--- config.mk ---
export PLATFORM = sky130hd
export DESIGN_NAME = seq_mul_hs_flat
export DESIGN_NICKNAME = d
export VERILOG_FILES = /design/src/rtl/seq_mul_hs_if.sv /design/src/rtl/seq_mul_hs.sv /design/src/flat_wrapper.sv
export SDC_FILE = /design/constraint.sdc
export NUM_CORES = 1
export LEC_CHECK = 0
export BUFFER_PORTS_ARGS = -buffer_cell sky130_fd_sc_hd__buf_2
export CORE_AREA = 2 2 61 63
export CTS_CLUSTER_DIAMETER = 120
export DETAILED_ROUTE_END_ITERATION = 8
export DIE_AREA = 0 0 63 65
export PLACE_DENSITY = 0.75
export SKIP_LAST_GASP = 1
export SLEW_MARGIN = 30
export SYNTH_ARGS = -nofsm -noshare
export SYNTH_HDL_FRONTEND = slang
export SYNTH_SLANG_ARGS = --single-unit
--- constraint.sdc ---
create_clock -name clk -period 2.6 [get_ports clk]
set_input_delay 0.52 -clock clk [delete_from_list [all_inputs] [get_ports clk]]
set_output_delay 0.52 -clock clk [all_outputs]
set_load 0.01 [all_outputs]
--- src/rtl/seq_mul_hs_if.sv ---
// Operand/result handshake bundle for seq_mul_hs.
// is_signed exists only when MUL_SIGNED_EN is defined.
interface seq_mul_hs_if #(
    parameter int WA = 4,
    parameter int WB = 4
);
    logic [WA-1:0]    A;
    logic [WB-1:0]    B;
    logic             in_valid;
    logic             in_ready;
    logic [WA+WB-1:0] Y;
    logic             rdy;
    logic             out_ready;
`ifdef MUL_SIGNED_EN
    logic             is_signed;

    modport master (
        output A, B, in_valid, out_ready, is_signed,
        input  in_ready, Y, rdy
    );

    modport slave (
        input  A, B, in_valid, out_ready, is_signed,
        output in_ready, Y, rdy
    );
`else
    modport master (
        output A, B, in_valid, out_ready,
        input  in_ready, Y, rdy
    );

    modport slave (
        input  A, B, in_valid, out_ready,
        output in_ready, Y, rdy
    );
`endif
endinterface

--- src/rtl/seq_mul_hs.sv ---
// Iterative shift-add multiplier, WB run cycles, held result.
// Define MUL_SIGNED_EN to add the two's-complement is_signed mode.
module seq_mul_hs #(
    parameter int WA = 4,
    parameter int WB = 4
) (
    input  logic         clk,
    input  logic         reset,
    seq_mul_hs_if.slave  bus
);
    localparam int W  = WA + WB;
    localparam int CW = $clog2(WB + 1);

    typedef enum logic [1:0] {
        IDLE,
        RUN,
        DONE
    } state_t;

    state_t        state_q, state_d;
    logic [W-1:0]  acc_q, acc_d;
    logic [W-1:0]  a_q, a_d;
    logic [WB-1:0] b_q, b_d;
    logic [CW-1:0] cnt_q, cnt_d;
    logic          rdy_q, rdy_d;
    logic [W-1:0]  y_q, y_d;
    logic          in_ready;
    logic          last;
    logic [W-1:0]  pp;
    logic [W-1:0]  a_ext;
    logic          sub;
`ifdef MUL_SIGNED_EN
    logic          sgn_q, sgn_d;
`endif

    assign in_ready     = reset && (state_q == IDLE);
    assign bus.in_ready = in_ready;
    assign bus.rdy      = rdy_q;
    assign bus.Y        = y_q;

    assign last = (cnt_q == CW'(WB - 1));
    assign pp   = b_q[0] ? a_q : '0;

`ifdef MUL_SIGNED_EN
    // Sign-extend A in signed mode; B's MSB carries negative weight
    assign a_ext = bus.is_signed
                 ? {{WB{bus.A[WA-1]}}, bus.A}
                 : {{WB{1'b0}}, bus.A};
    assign sub   = sgn_q && last;
`else
    assign a_ext = {{WB{1'b0}}, bus.A};
    assign sub   = 1'b0;
`endif

    // Next-state: capture, shift-add per bit of B, hold result
    always_comb begin
        state_d = state_q;
        acc_d   = acc_q;
        a_d     = a_q;
        b_d     = b_q;
        cnt_d   = cnt_q;
        rdy_d   = rdy_q;
        y_d     = y_q;
`ifdef MUL_SIGNED_EN
        sgn_d   = sgn_q;
`endif
        unique case (state_q)
            IDLE: begin
                if (bus.in_valid && in_ready) begin
                    state_d = RUN;
                    a_d     = a_ext;
                    b_d     = bus.B;
                    acc_d   = '0;
                    cnt_d   = '0;
`ifdef MUL_SIGNED_EN
                    sgn_d   = bus.is_signed;
`endif
                end
            end
            RUN: begin
                acc_d = sub ? acc_q - pp : acc_q + pp;
                a_d   = a_q << 1;
                b_d   = b_q >> 1;
                cnt_d = cnt_q + CW'(1);
                if (last) begin
                    state_d = DONE;
                    rdy_d   = 1'b1;
                    y_d     = acc_d;
                end
            end
            DONE: begin
                if (bus.out_ready) begin
                    state_d = IDLE;
                    rdy_d   = 1'b0;
                    y_d     = '0;
                end
            end
            default: begin
                state_d = IDLE;
                rdy_d   = 1'b0;
                y_d     = '0;
            end
        endcase
    end

    // State and registered outputs; reset aborts any operation
    always_ff @(posedge clk or negedge reset) begin
        if (!reset) begin
            state_q <= IDLE;
            acc_q   <= '0;
            a_q     <= '0;
            b_q     <= '0;
            cnt_q   <= '0;
            rdy_q   <= 1'b0;
            y_q     <= '0;
`ifdef MUL_SIGNED_EN
            sgn_q   <= 1'b0;
`endif
        end else begin
            state_q <= state_d;
            acc_q   <= acc_d;
            a_q     <= a_d;
            b_q     <= b_d;
            cnt_q   <= cnt_d;
            rdy_q   <= rdy_d;
            y_q     <= y_d;
`ifdef MUL_SIGNED_EN
            sgn_q   <= sgn_d;
`endif
        end
    end
endmodule
--- src/flat_wrapper.sv ---
// flat-port wrapper written by rule: the top's interface ports become plain ports
module seq_mul_hs_flat 
#(
    parameter int WA = 4,
    parameter int WB = 4
)
  (clk, reset, bus_A, bus_B, bus_in_valid, bus_out_ready, bus_in_ready, bus_Y, bus_rdy);
  seq_mul_hs_if #(.WA(WA), .WB(WB)) bus_i ();
  input  logic clk;
  input  logic reset;
  input wire logic [$bits(bus_i.A)-1:0] bus_A;
  input wire logic [$bits(bus_i.B)-1:0] bus_B;
  input wire logic [$bits(bus_i.in_valid)-1:0] bus_in_valid;
  input wire logic [$bits(bus_i.out_ready)-1:0] bus_out_ready;
  output wire logic [$bits(bus_i.in_ready)-1:0] bus_in_ready;
  output wire logic [$bits(bus_i.Y)-1:0] bus_Y;
  output wire logic [$bits(bus_i.rdy)-1:0] bus_rdy;
  assign bus_i.A = bus_A;
  assign bus_i.B = bus_B;
  assign bus_i.in_valid = bus_in_valid;
  assign bus_i.out_ready = bus_out_ready;
  assign bus_in_ready = bus_i.in_ready;
  assign bus_Y = bus_i.Y;
  assign bus_rdy = bus_i.rdy;
  seq_mul_hs #(.WA(WA), .WB(WB)) u_core (.clk(clk), .reset(reset), .bus(bus_i));
endmodule
# Word level (Yosys, flattened, before mapping)
# Index checks and enable logic that the tools add are counted.
[word_totals]
reg_bits = 34
out_inout_bits = 10
input_bits = 12
word_cells = 42
[op_classes]
eq_ne = 6
n_mux = 19
addsub = 2
bitwise_logic = 1
reduce_logical = 7
[op_table]
columns = ["operator", "count"]
rows = [
  ["$mux W8", 5],
  ["$pmux W8 S2", 2],
  ["$pmux W8 S3", 1],
  ["$add A8 B8 Y8", 1],
  ["$pmux W4 S2", 1],
  ["$mux W2", 3],
  ["$pmux W2 S3", 1],
  ["$pmux W3 S2", 1],
  ["$reduce_and A3 Y1", 2],
  ["$mux W4", 1],
  ["$ne A2 B2 Y1 const B", 2],
  ["$add A3 B1 Y3 const B", 1],
  ["$eq A3 B2 Y1 const B", 1],
  ["$mux W3", 1],
  ["$pmux W1 S3", 1],
  ["$eq A2 B1 Y1 const B", 1],
  ["$eq A2 B2 Y1 const B", 1],
  ["$logic_and A1 B1 Y1", 2],
  ["$logic_not A2 Y1", 1],
  ["$mux W1", 2],
  ["$ne A2 B1 Y1 const B", 1],
  ["$reduce_and A2 Y1", 1],
  ["$reduce_bool A2 Y1", 1],
  ["$not A1 Y1", 1],
]

# Longest topological paths before layout
# Gate-level depths: netlist of the first run.
[logic_depth]
word_depth = 5
depth_mapped = 8
depth_no_buf = 8

# Least setup slack after synthesis of the first run
# No wires, ideal clock.
[synth_timing]
kind = "register -> register"
from = "register u_core.b_q[0]"
to = "register u_core.y_q[6], in the netlist u_core.bus.Y[6]"
setup_time_ns = 0.121
path_buffers = 0
slack_ns = 0.577
stages_incl_launch_ff = 9
period_less_slack_ns = 2.023
t_arrival_ns = 1.902
path_cell_list = "dfrtp_1 > and2_1 > ha_1 > fa_1 > a211oi_2 > o21bai_1 > a21oi_2 > xnor2_1 > a22o_1"
[synth_via]
elab_chain_len = 4
[synth_rtl]
columns = ["item", "line_no", "source"]
rows = [
  ["from (decl)", "seq_mul_hs.sv:23", "logic [WB-1:0] b_q, b_d;"],
  ["from (signal assigned)", "seq_mul_hs.sv:112", "b_q <= '0;"],
  ["from (signal assigned)", "seq_mul_hs.sv:123", "b_q <= b_d;"],
  ["$mux W8", "seq_mul_hs.sv:42", "assign pp = b_q[0] ? a_q : '0;"],
  ["$add A8 B8 Y8", "seq_mul_hs.sv:81", "acc_d = sub ? acc_q - pp : acc_q + pp;"],
  ["$mux W8", "seq_mul_hs.sv:85", "if (last) begin"],
  ["$pmux W8 S3", "seq_mul_hs.sv:67", "unique case (state_q)"],
  ["to (signal assigned)", "seq_mul_hs.sv:126", "y_q <= y_d;"],
  ["to (decl)", "seq_mul_hs.sv:26", "logic [W-1:0] y_q, y_d;"],
]
# Every way passes these cells. The select of a mux whose other input is x is not followed.
# A chain may end at the register's enable or synchronous reset.

# Worst setup path in the final report of the first run
# Same ends and word-level chain as after synthesis.

==> impl_metrics.yaml, run 1 <==
floorplanning:
  pin_count: 22
  core_um2: 3500
  num_rows: 22
  die_area_um2: 4100
  start_util_pct: 47.4
  die_x_um: 63
  die_h_um: 65
timing:
  max_slew.worst_pin.slew_ns: 0.539
  finalCritPeriodShare_pct: 85.1
  fmax_mhz: 452
  setup_viol: 0
  setup_ws_ns: 0.387
  hold_viol: 0
  finalCriticalPeriod_ns: 2.21
  rsz0062_at_grt: "false"
  finalSetupTns_ns: 0
  fin_skew_ns: 0.00982
  relSlewSlack_pct: 64.1
  drv_slew: 0
cts:
  clk_root_buffer_cell: "clkbuf_4"
  htreeDepth: 2
  cts.clk_slew.worst_paths_ns: 0.10
  clkLatencyLatePin_ns: 0.34
  clk_path_buf_depth: 2
  cts_setup_buffers: 0
  cts_tree: "done"
  cts_sinks: 34
  numCtsBuffers: 5
  cts_hold_buf: 0
  cts_repair_resize_count: 0
setup_path:
  r2r_slack_ns: 0.39
  critPathKind: "reg2reg"
  cp_max_fo: 9
  worstReg2RegStart: "u_core.b_q[0]$_DFFE_PN0P_"
  slowest_stage: "dfrtp_1"
  crit_family: "compound AO/OA/AOI/OAI gates"
  cp.buffers_inverters: 0
  ff2ff_path_depth: 8
  required_ns: 2.83
  critPathArrivalTime_ns: 2.44
  critPathMaxStageDelay_ns: 0.47
  crit_chain: "and2_1 -> ha_1 -> fa_1 -> a211oi_2 -> o21bai_1 -> a21oi_2 -> xnor2_1 -> a22o_1"
  startpoint_type: "register"
  r2r-end: "u_core.bus.Y[6]$_DFFE_PN0P_"
  end_kind: "register"
drt:
  vias: 1236
  ant_nets: 0
  firstDrtPassIters: 4
  routed_via_density: 5.33
  initialDrtViolationCount: 43
  wl_per_cell_um: 13.9
  drt_wl_total_mm: 3.23
  route.detailed.drc: 0
job:
  max-cap-violations: 0
place:
  place.port_buffers: 21
  post-place-ws_ns: 0.417
  placed_area_um2: 1820
  gp_congestion: 0.826
  hpwl_mm: 2.45
cells_and_area:
  antenna_cells: 0
  areaGrowthSynthToFinish_pct: 13.1
  fillers: 320
  layout.nets: 205
  multi_input_area_um2: 766
  seqCellArea_um2: 851
  drive_gt1_share_pct: 20.1
  finalInstanceArea_um2: 1880
pwr:
  finalPower_mw: 2.51
  ir_drop_mv: 0.725
  p_leak_nw: 0.932
  power.density_nw_per_um2: 1340
synth:
  yosysTopAreaCell: "dfrtp_1"
  synthTopCellsByArea: "dfrtp_1, a22o_1, ha_1"
  syn-num-nets: 180
  avgSynthCellArea_um2: 10.5
  synth_cells: 158
  yosysWarnings: 0
  yosysUniqueCellTypes: 26
  syn_area_um2: 1660
  yosysSeqAreaShare_pct: 51.3
  synth_seq_cells: 34
  yosysTopAreaCellShare_pct: 51.3
global_route:
  first_global_vias: 1181
  grt_pass1_wl_mm: 5.63
  antenna_found_initial: 0
  grt_overflow: 0
  grt_max_degree: 35
  grtUsageTotal_pct: 18.3
run_status:
  status: "finished clean"
min_path:
  hp-class: "in2async"
[cell usage in the layout (no fill, tap or decap), types with 3 or more instances in the layout]
master | synthesis | routed
buf_4 | 0 | 3
o21ai_0 | 4 | 4
buf_2 | 6 | 21
a21oi_1 | 4 | 4
o21ai_1 | 9 | 9
nor2_1 | 17 | 17
nand2_1 | 18 | 18
clkbuf_4 | 0 | 5
and2_1 | 7 | 7
a21o_1 | 4 | 4
inv_1 | 3 | 3
xnor2_1 | 6 | 6
o22ai_1 | 7 | 7
dfrtp_1 | 34 | 34
a22o_1 | 13 | 13
ha_1 | 9 | 9
[cells in the mapped netlist]
| cell type | count |
|---|---|
| a211oi_2 | 2 |
| a21o_1 | 4 |
| a21oi_1 | 4 |
| a21oi_2 | 2 |
| a22o_1 | 13 |
| and2_1 | 7 |
| buf_2 | 6 |
| dfrtp_1 | 34 |
| fa_1 | 1 |
| ha_1 | 9 |
| inv_1 | 3 |
| mux2_2 | 1 |
| nand2_1 | 18 |
| nand2b_1 | 2 |
| nand3_1 | 2 |
| nor2_1 | 17 |
| nor2b_1 | 1 |
| nor3b_2 | 1 |
| o211ai_1 | 1 |
| o21ai_0 | 4 |
| o21ai_1 | 9 |
| o21bai_1 | 2 |
| o22ai_1 | 7 |
| or2_1 | 1 |
| xnor2_1 | 6 |
| xor2_1 | 1 |
[layer usage]
| layer | part of all wire (%) | GRT usage, % | vias up |
|---|---|---|---|
| li1 | - | - | 609 |
| met1 | 44 | 21.9 | 592 |
| met2 | 48 | 30.3 | 27 |
| met3 | 5.8 | 5.90 | 8 |
| met4 | 2.2 | 7.50 | 0 |
| met5 | 0 | 0 | - |
[report_power, final]
| part | switching [mW] | internal (mW) |
|---|---|---|
| sequential | 0.167 | 0.759 |
| combinational | 0.711 | 0.577 |
| clock | 0.167 | 0.131 |
| total | 1.05 | 1.47 |
[per-stage QoR]
stage               hold slack, ns  utilization (%)  std cells
floorplan                    0.224                -        158
global placement             0.457             51.9        224
detailed placement           0.463             51.9        224
CTS                          0.269             53.7        232
global route                 0.277             53.7        232
finish                       0.258             53.7        232
[sequential cells by signal, summed over array words and instances, names as in the netlist]
name / cells
u_core.b_q: 4
u_core.acc_q: 8
u_core.a_q: 8
u_core.cnt_q: 3
u_core.state_q: 2
u_core.bus.rdy: 1
u_core.bus.Y: 8
[worst register-to-register path, delay by kind of cell (launching register included)]
family | cells | cell delay, ns
AOI/OAI and AO/OA | 4 | 0.69
and+or+nand+nor | 1 | 0.20
adders and majority gates | 2 | 0.68
xor gates and xnor gates | 1 | 0.09
DFF | 1 | 0.47
[cell families (layout without fill, tap and decap cells)]
kind of cell	Yosys count	after routing	synth area share, %
AOI/OAI and AO/OA	48	48	20.4
xor gates and xnor gates	7	7	3.70
adders and majority gates	10	10	8.00
buffers and inverters	9	35	2.49
DFF	34	34	51.3
muxes	1	1	0.679
and+or+nand+nor	49	49	13.4
[worst max-delay path by stage]
stage                                          from                          end  slack [ns]  cells after the start
after floorplan           u_core.b_q[0]$_DFFE_PN0P_  u_core.bus.Y[6]$_DFFE_PN0P_        0.58                      8
after global placement    u_core.b_q[0]$_DFFE_PN0P_  u_core.bus.Y[6]$_DFFE_PN0P_        0.50                      8
after detailed placement  u_core.b_q[0]$_DFFE_PN0P_  u_core.bus.Y[6]$_DFFE_PN0P_        0.42                      8
after CTS                 u_core.b_q[0]$_DFFE_PN0P_  u_core.bus.Y[6]$_DFFE_PN0P_        0.39                      8
after global routing      u_core.b_q[0]$_DFFE_PN0P_  u_core.bus.Y[6]$_DFFE_PN0P_        0.27                      8
final                     u_core.b_q[0]$_DFFE_PN0P_  u_core.bus.Y[6]$_DFFE_PN0P_        0.39                      8
[cell type report]
type,count,area share [%]
sequential,34,45.4
tap,48,3.20
inverter,3,0.600
multi-input combinational,115,40.8
clock inverter,1,0.267
timing repair buffer,24,6.80
clock buffer,7,2.94
(Power assumes the default switching activity.)
==> run 2: changes to the inputs <==
Settings changed: ABC_AREA set to 1, CORE_AREA 2 2 61 63 to 2 2 62 64, DIE_AREA 0 0 63 65 to 0 0 64 66, PLACE_DENSITY 0.75 to 0.76.
==> run 2 against run 1 <==
  * Setup slack better by 0.29 ns
  * Global-route usage shrank 1.2 points
  * Register-to-register slack gained 0.29 ns
  * Largest power group unchanged
  * Combinational power fell by 9%
  * Design area increased by 3.6%
  * Sequential power fell by 3.3%
  * First-iteration DRC count grew 72%
  * Critical path depth rose by 1
  * Synthesized cell count up 33%
  * Non-clock buffer count down 2
  * Core utilization rose by 1.1 points
  * Sequential share of layout area shrank 1.6 points
==> impl_metrics.yaml, run 2 <==
run_status:
  status: "finished clean"
synth:
  synth_common_cells: "nand2_1, dfrtp_1, inv_1, nor2_1, nand3_1"
  yosysTopAreaCell: "dfrtp_1"
  syn-num-nets: 232
  synth_cells: 210
  yosys.area_share.simple_pct: 26.3
  synth_seq_cells: 34
  synth-edff-count: 0
  yosysWarnings: 0
  synth_top_family_by_area: "simple AND/OR/NAND/NOR gates"
  synthMuxAreaShare_pct: 0
  yosysSeqAreaShare_pct: 48.0
  yosysUniqueCellTypes: 25
  syn_area_um2: 1770
  synth_fa_ha_area_share_pct: 7.48
  avgSynthCellArea_um2: 8.44
  synth-xor-area-share_pct: 0
  yosysTopAreaCellShare_pct: 48.0
  yosysMostFrequentCell: "nand2_1"
  async_flop_share_pct: 100
  synth-main-ff-cell: "dfrtp_1"
  synthTopCellsByArea: "dfrtp_1, nand2_1, ha_1"
  synth-compound-area-share_pct: 9.67
global_route:
  grt_max_degree: 35
  grt_overflow: 0
  grtUsageTotal_pct: 17.0
  antenna_found_initial: 0
  grt_pass1_wl_mm: 5.51
  first_global_vias: 1291
cts:
  cts_repair_resize_count: 0
  clk_root_buffer_cell: "clkbuf_4"
  cts_sinks: 34
  htreeDepth: 2
  cts.clk_slew.worst_paths_ns: 0.10
  cts_setup_buffers: 0
  clkLatencyLatePin_ns: 0.33
  cts_hold_buf: 0
  clk_path_buf_depth: 2
  cts_tree: "done"
  numCtsBuffers: 5
setup_path:
  critPathArrivalTime_ns: 2.14
  end_kind: "register"
  critPathLaunch: "u_core.b_q[0]$_DFFE_PN0P_"
  critPathMaxStageDelay_ns: 0.48
  r2r-end: "u_core.bus.Y[4]$_DFFE_PN0P_"
  required_ns: 2.81
  r2r_slack_ns: 0.68
  worstReg2RegStart: "u_core.b_q[0]$_DFFE_PN0P_"
  ff2ff_path_depth: 9
  slowest_stage: "dfrtp_1"
  critPathKind: "reg2reg"
  cp.buffers_inverters: 1
  critPathCapture: "u_core.bus.Y[4]$_DFFE_PN0P_"
  startpoint_type: "register"
  path_depth: 9
  cp_max_fo: 10
  crit_family: "simple AND/OR/NAND/NOR gates"
  crit_chain: "nand2_1 -> inv_1 -> ha_1 -> fa_1 -> nand3_1 -> nand2_1 -> or2_2 -> nand3_1 -> o21ai_1"
drt:
  initialDrtViolationCount: 74
  ant_nets: 0
  drt_wl_total_mm: 3.17
  firstDrtPassIters: 4
  route.detailed.drc: 0
  wl_per_cell_um: 11.3
  vias: 1379
  routed_via_density: 4.91
timing:
  fin_skew_ns: 0.00536
  drv_slew: 0
  fmax_mhz: 520
  setup_viol: 0
  finalCriticalPeriod_ns: 1.92
  max_slew.worst_pin.slew_ns: 0.431
  hold_viol: 0
  relSlewSlack_pct: 71.1
  finalSetupTns_ns: 0
  rsz0062_at_grt: "false"
  finalCritPeriodShare_pct: 74.0
pwr:
  ir_drop_mv: 0.554
  p_leak_nw: 1.11
  power.density_nw_per_um2: 1200
cells_and_area:
  multi_input_area_um2: 769
  post-route-util_pct: 54.7
  antenna_cells: 0
  areaGrowthSynthToFinish_pct: 9.60
  layout.nets: 255
  seqCellArea_um2: 851
  final_common_cell: "nand2_1"
  fillers: 349
  final_cell_count_no_fill: 281
  final_cell_mix: "nand2_1, dfrtp_1, inv_1, buf_2, nor2_1"
  drive_gt1_share_pct: 18.9
floorplanning:
  die_x_um: 64
  num_rows: 22
  core_um2: 3550
  die_h_um: 66
  start_util_pct: 49.9
  die_area_um2: 4220
  pin_count: 22
job:
  max-cap-violations: 0
place:
  hpwl_mm: 2.33
  place.port_buffers: 21
  dp.cells: 274
  gp_congestion: 0.795
min_path:
  hp-class: "in2async"
run 2: cell count changes after synthesis, moves of 4 or more:
cell and delta:
nand2_1 +47, inv_1 +22, a22o_1 -12, nand3_1 +11, o21ai_1 -8, and2_1 -7, xnor2_1 -6, a21o_1 -4
buf_2 -4, o21ai_2 +4
run 2: cell type report:
class	count	share of cell area, %
sequential	34	43.8
clock buffer	7	2.32
tap	48	3.09
inverter	28	5.41
timing repair buffer	22	5.80
multi-input combinational	142	39.6
run 2: worst min-delay path by stage:
| stage | startpoint | endpoint | cells after the start | slack [ns] |
|---|---|---|---|---|
| 2_1_floorplan | reset | u_core.a_q[0]$_DFFE_PN0P_ | 0 | 0.22 |
| 3_3_place_gp | u_core.bus.rdy$_DFFE_PN0P_ | u_core.bus.rdy$_DFFE_PN0P_ | 2 | 0.46 |
| 3_5_place_dp | u_core.bus.rdy$_DFFE_PN0P_ | u_core.bus.rdy$_DFFE_PN0P_ | 2 | 0.46 |
| 4_1_cts | reset | u_core.b_q[1]$_DFFE_PN0P_ | 2 | 0.23 |
| 5_1_grt | reset | u_core.b_q[1]$_DFFE_PN0P_ | 2 | 0.24 |
| 6_report | reset | u_core.b_q[1]$_DFFE_PN0P_ | 2 | 0.21 |
run 2: kinds of logic (layout without fill, tap and decap cells):
logic type	after synthesis	in the layout
flip-flops	34	34
AO/OA/AOI/OAI	27	27
AND/OR/NAND/NOR	105	105
adder cells (fa/ha/maj)	10	10
buffers and inverters	34	57
run 2: routing by layer:
metal | part of all wire [%] | routed length (um) | vias to the layer above | GRT usage [%]
met5 | 0 | 0 | - | 0
met2 | 46 | 1470 | 32 | 28.1
met3 | 5.1 | 163 | 8 | 4.60
li1 | - | - | 716 | -
met4 | 1.4 | 43 | 0 | 6.52
met1 | 47 | 1490 | 623 | 21.3
run 2: metrics by stage:
stage	hold WS (ns)	setup slack, ns	total power [mW]	area (um^2)
3_5_place_dp	0.464	0.669	2.09	1900
3_3_place_gp	0.459	0.714	2.05	1900
5_1_grt	0.241	0.496	2.57	1940
6_report	0.211	0.675	2.33	1940
2_1_floorplan	0.224	0.772	1.87	1770
4_1_cts	0.234	0.659	2.35	1940
run 2: power by group:
group / switching (mW) / leakage [nW] / internal [mW] / total (mW)
registers: 0.151 / 0.433 / 0.744 / 0.895
clock network: 0.160 / 0.0254 / 0.102 / 0.262
logic: 0.737 / 0.650 / 0.434 / 1.17
total: 1.05 / 1.11 / 1.28 / 2.33
run 2: worst reg2reg max path, stage by stage (launching register included):
cell	delay, ns
dfrtp_1	0.48
nand2_1	0.11
inv_1	0.04
ha_1	0.19
fa_1	0.40
nand3_1	0.08
nand2_1	0.07
or2_2	0.27
nand3_1	0.09
o21ai_1	0.07
==> run 3: changes to the inputs <==
Settings changed: ABC_AREA 1 to 0, CORE_AREA 2 2 62 64 to 2 2 61 63, DIE_AREA 0 0 64 66 to 0 0 63 65, PLACE_DENSITY 0.76 to 0.75.
Clock period 2.6 ns to 2 ns, I/O delays scaled along.
==> run 3 against run 2 <==
  * Wire length is 14% higher
  * Cell count is 14% lower
  * Flip-flop and latch count stayed put
  * Critical path depth is 1 lower
  * Maximum frequency is 2.0% lower
  * Register-to-register slack worse by 0.64 ns
  * Via count is 5.1% lower
  * Critical path type unchanged
  * Critical endpoint is now u_core.bus.Y[6]$_DFFE_PN0P_
  * Largest cell class unchanged
==> impl_metrics.yaml, run 3 (same netlist as run 1, synthesis figures left out) <==
cells_and_area:
  areaGrowthSynthToFinish_pct: 20.8
  fillers: 317
  post-route-util_pct: 57.3
  final_cell_mix: "dfrtp_1, buf_2, nand2_1, nor2_1, a22o_1"
  antenna_cells: 0
  drive_gt1_share_pct: 26.9
  layout.nets: 214
  final_common_cell: "dfrtp_1"
place:
  place.port_buffers: 21
  post-place-ws_ns: -0.00700
  gp_congestion: 0.869
  hpwl_mm: 2.56
setup_path:
  worstReg2RegStart: "u_core.b_q[0]$_DFFE_PN0P_"
  critPathMaxStageDelay_ns: 0.41
  critPathArrivalTime_ns: 2.19
  path_depth: 8
  ff2ff_path_depth: 8
  r2r_slack_ns: 0.04
  critPathKind: "reg2reg"
  cp_max_fo: 7
  required_ns: 2.23
  slowest_stage: "dfrtp_1"
  crit_chain: "buf_4 -> and2_4 -> fa_2 -> a211oi_2 -> o21bai_1 -> a21oi_2 -> xnor2_1 -> a22o_1"
  cp.buffers_inverters: 1
  crit_family: "compound AO/OA/AOI/OAI gates"
  end_kind: "register"
  startpoint_type: "register"
  r2r-end: "u_core.bus.Y[6]$_DFFE_PN0P_"
floorplanning:
  num_rows: 22
  die_x_um: 63
  start_util_pct: 47.4
  die_area_um2: 4100
  die_h_um: 65
  core_um2: 3500
  pin_count: 22
drt:
  initialDrtViolationCount: 28
  routed_via_density: 5.43
  route.detailed.drc: 0
  firstDrtPassIters: 4
  ant_nets: 0
  wl_per_cell_um: 15.0
  vias: 1308
  drt_wl_total_mm: 3.61
min_path:
  hp-class: "in2reg"
  min_to: "u_core.a_q[0]$_DFFE_PN0P_"
  min-delay-start: "bus_A[0]"
  holdPathStages: 3
timing:
  finalSetupTns_ns: 0
  fmax_mhz: 509
  timing.hold.ws_ns: 0.283
  fin_skew_ns: 0.0141
  hold_viol: 0
  finalCritPeriodShare_pct: 98.2
  rsz0062_at_grt: "true"
  drv_slew: 0
  setup_ws_ns: 0.0364
  finalCriticalPeriod_ns: 1.96
  max_slew.worst_pin.slew_ns: 0.523
  setup_viol: 0
  relSlewSlack_pct: 65.1
global_route:
  antenna_found_initial: 0
  first_global_vias: 1366
  grt_pass1_wl_mm: 6.05
  grt_max_degree: 34
  grt_overflow: 0
  grtUsageTotal_pct: 19.7
job:
  max-cap-violations: 0
cts:
  numCtsBuffers: 5
  cts_sinks: 34
  cts.clk_slew.worst_paths_ns: 0.10
  clk_root_buffer_cell: "clkbuf_4"
  cts_tree: "done"
  clk_path_buf_depth: 2
  clkLatencyLatePin_ns: 0.35
  htreeDepth: 2
run_status:
  status: "finished clean"
pwr:
  power.density_nw_per_um2: 1800
  ir_drop_mv: 0.944
  p_leak_nw: 0.975
[run 3: cell types whose count changed in the layout (fill, tap and decap cells not counted), moves of 6 or more]
cell	before	now
a22o_1	1	13
buf_4	1	11
xnor2_1	0	6
nand3_1	13	2
and2_1	0	6
nand2_1	65	18
inv_1	25	3
o21ai_1	1	8
[run 3: routing by layer]
metal  up-vias  global-route usage [%]  wire length, um
li1        623                       -                -
met1       642                    21.9             1550
met2        34                    33.4             1850
met3         9                    5.90              148
met4         0                    11.4               74
met5         -                       0                0
[run 3: area by class of cell]
class	instances	area [um^2]	area share [%]
timing repair buffer	33	198	9.88
multi-input combinational	115	822	41.1
sequential	34	851	42.5
inverter	3	11.3	0.563
clock inverter	1	5.00	0.250
tap	48	60.1	3.00
clock buffer	7	55.1	2.75
[run 3: how the worst max path moves through the flow]
stage                         startpoint                           to
2_1_floorplan  u_core.b_q[0]$_DFFE_PN0P_  u_core.bus.Y[6]$_DFFE_PN0P_
3_3_place_gp   u_core.b_q[0]$_DFFE_PN0P_  u_core.bus.Y[6]$_DFFE_PN0P_
3_5_place_dp   u_core.b_q[0]$_DFFE_PN0P_  u_core.bus.Y[5]$_DFFE_PN0P_
4_1_cts        u_core.b_q[0]$_DFFE_PN0P_  u_core.bus.Y[6]$_DFFE_PN0P_
5_1_grt        u_core.a_q[0]$_DFFE_PN0P_  u_core.bus.Y[6]$_DFFE_PN0P_
6_report       u_core.b_q[0]$_DFFE_PN0P_  u_core.bus.Y[6]$_DFFE_PN0P_
[run 3: worst register-to-register path: stages (launching register included)]
cell	delay (ns)
dfrtp_1	0.41
buf_4	0.16
and2_4	0.17
fa_2	0.39
a211oi_2	0.20
o21bai_1	0.09
a21oi_2	0.13
xnor2_1	0.10
a22o_1	0.20
[run 3: power by group]
group          internal [mW]  switching, mW
Clock                  0.170          0.232
Combinational          0.962           1.04
Sequential             0.987          0.221
[run 3: per-stage QoR]
step / power [mW] / cells / cell area (um^2)
after global placement: 2.88 / 229 / 1860
after floorplan: 2.47 / 158 / 1660
final: 3.61 / 241 / 2000
after global routing: 3.92 / 241 / 2000
after CTS: 3.47 / 241 / 1970
after detailed placement: 2.99 / 229 / 1860
[run 3: repair_timing]
item,in CTS,in global routing
pin swaps,8,3
endpoints found under the hold margin,1,0
setup buffers,3,0
gates resized for setup,4,4
hold buffers,1,0
endpoints found under the setup margin,4,7
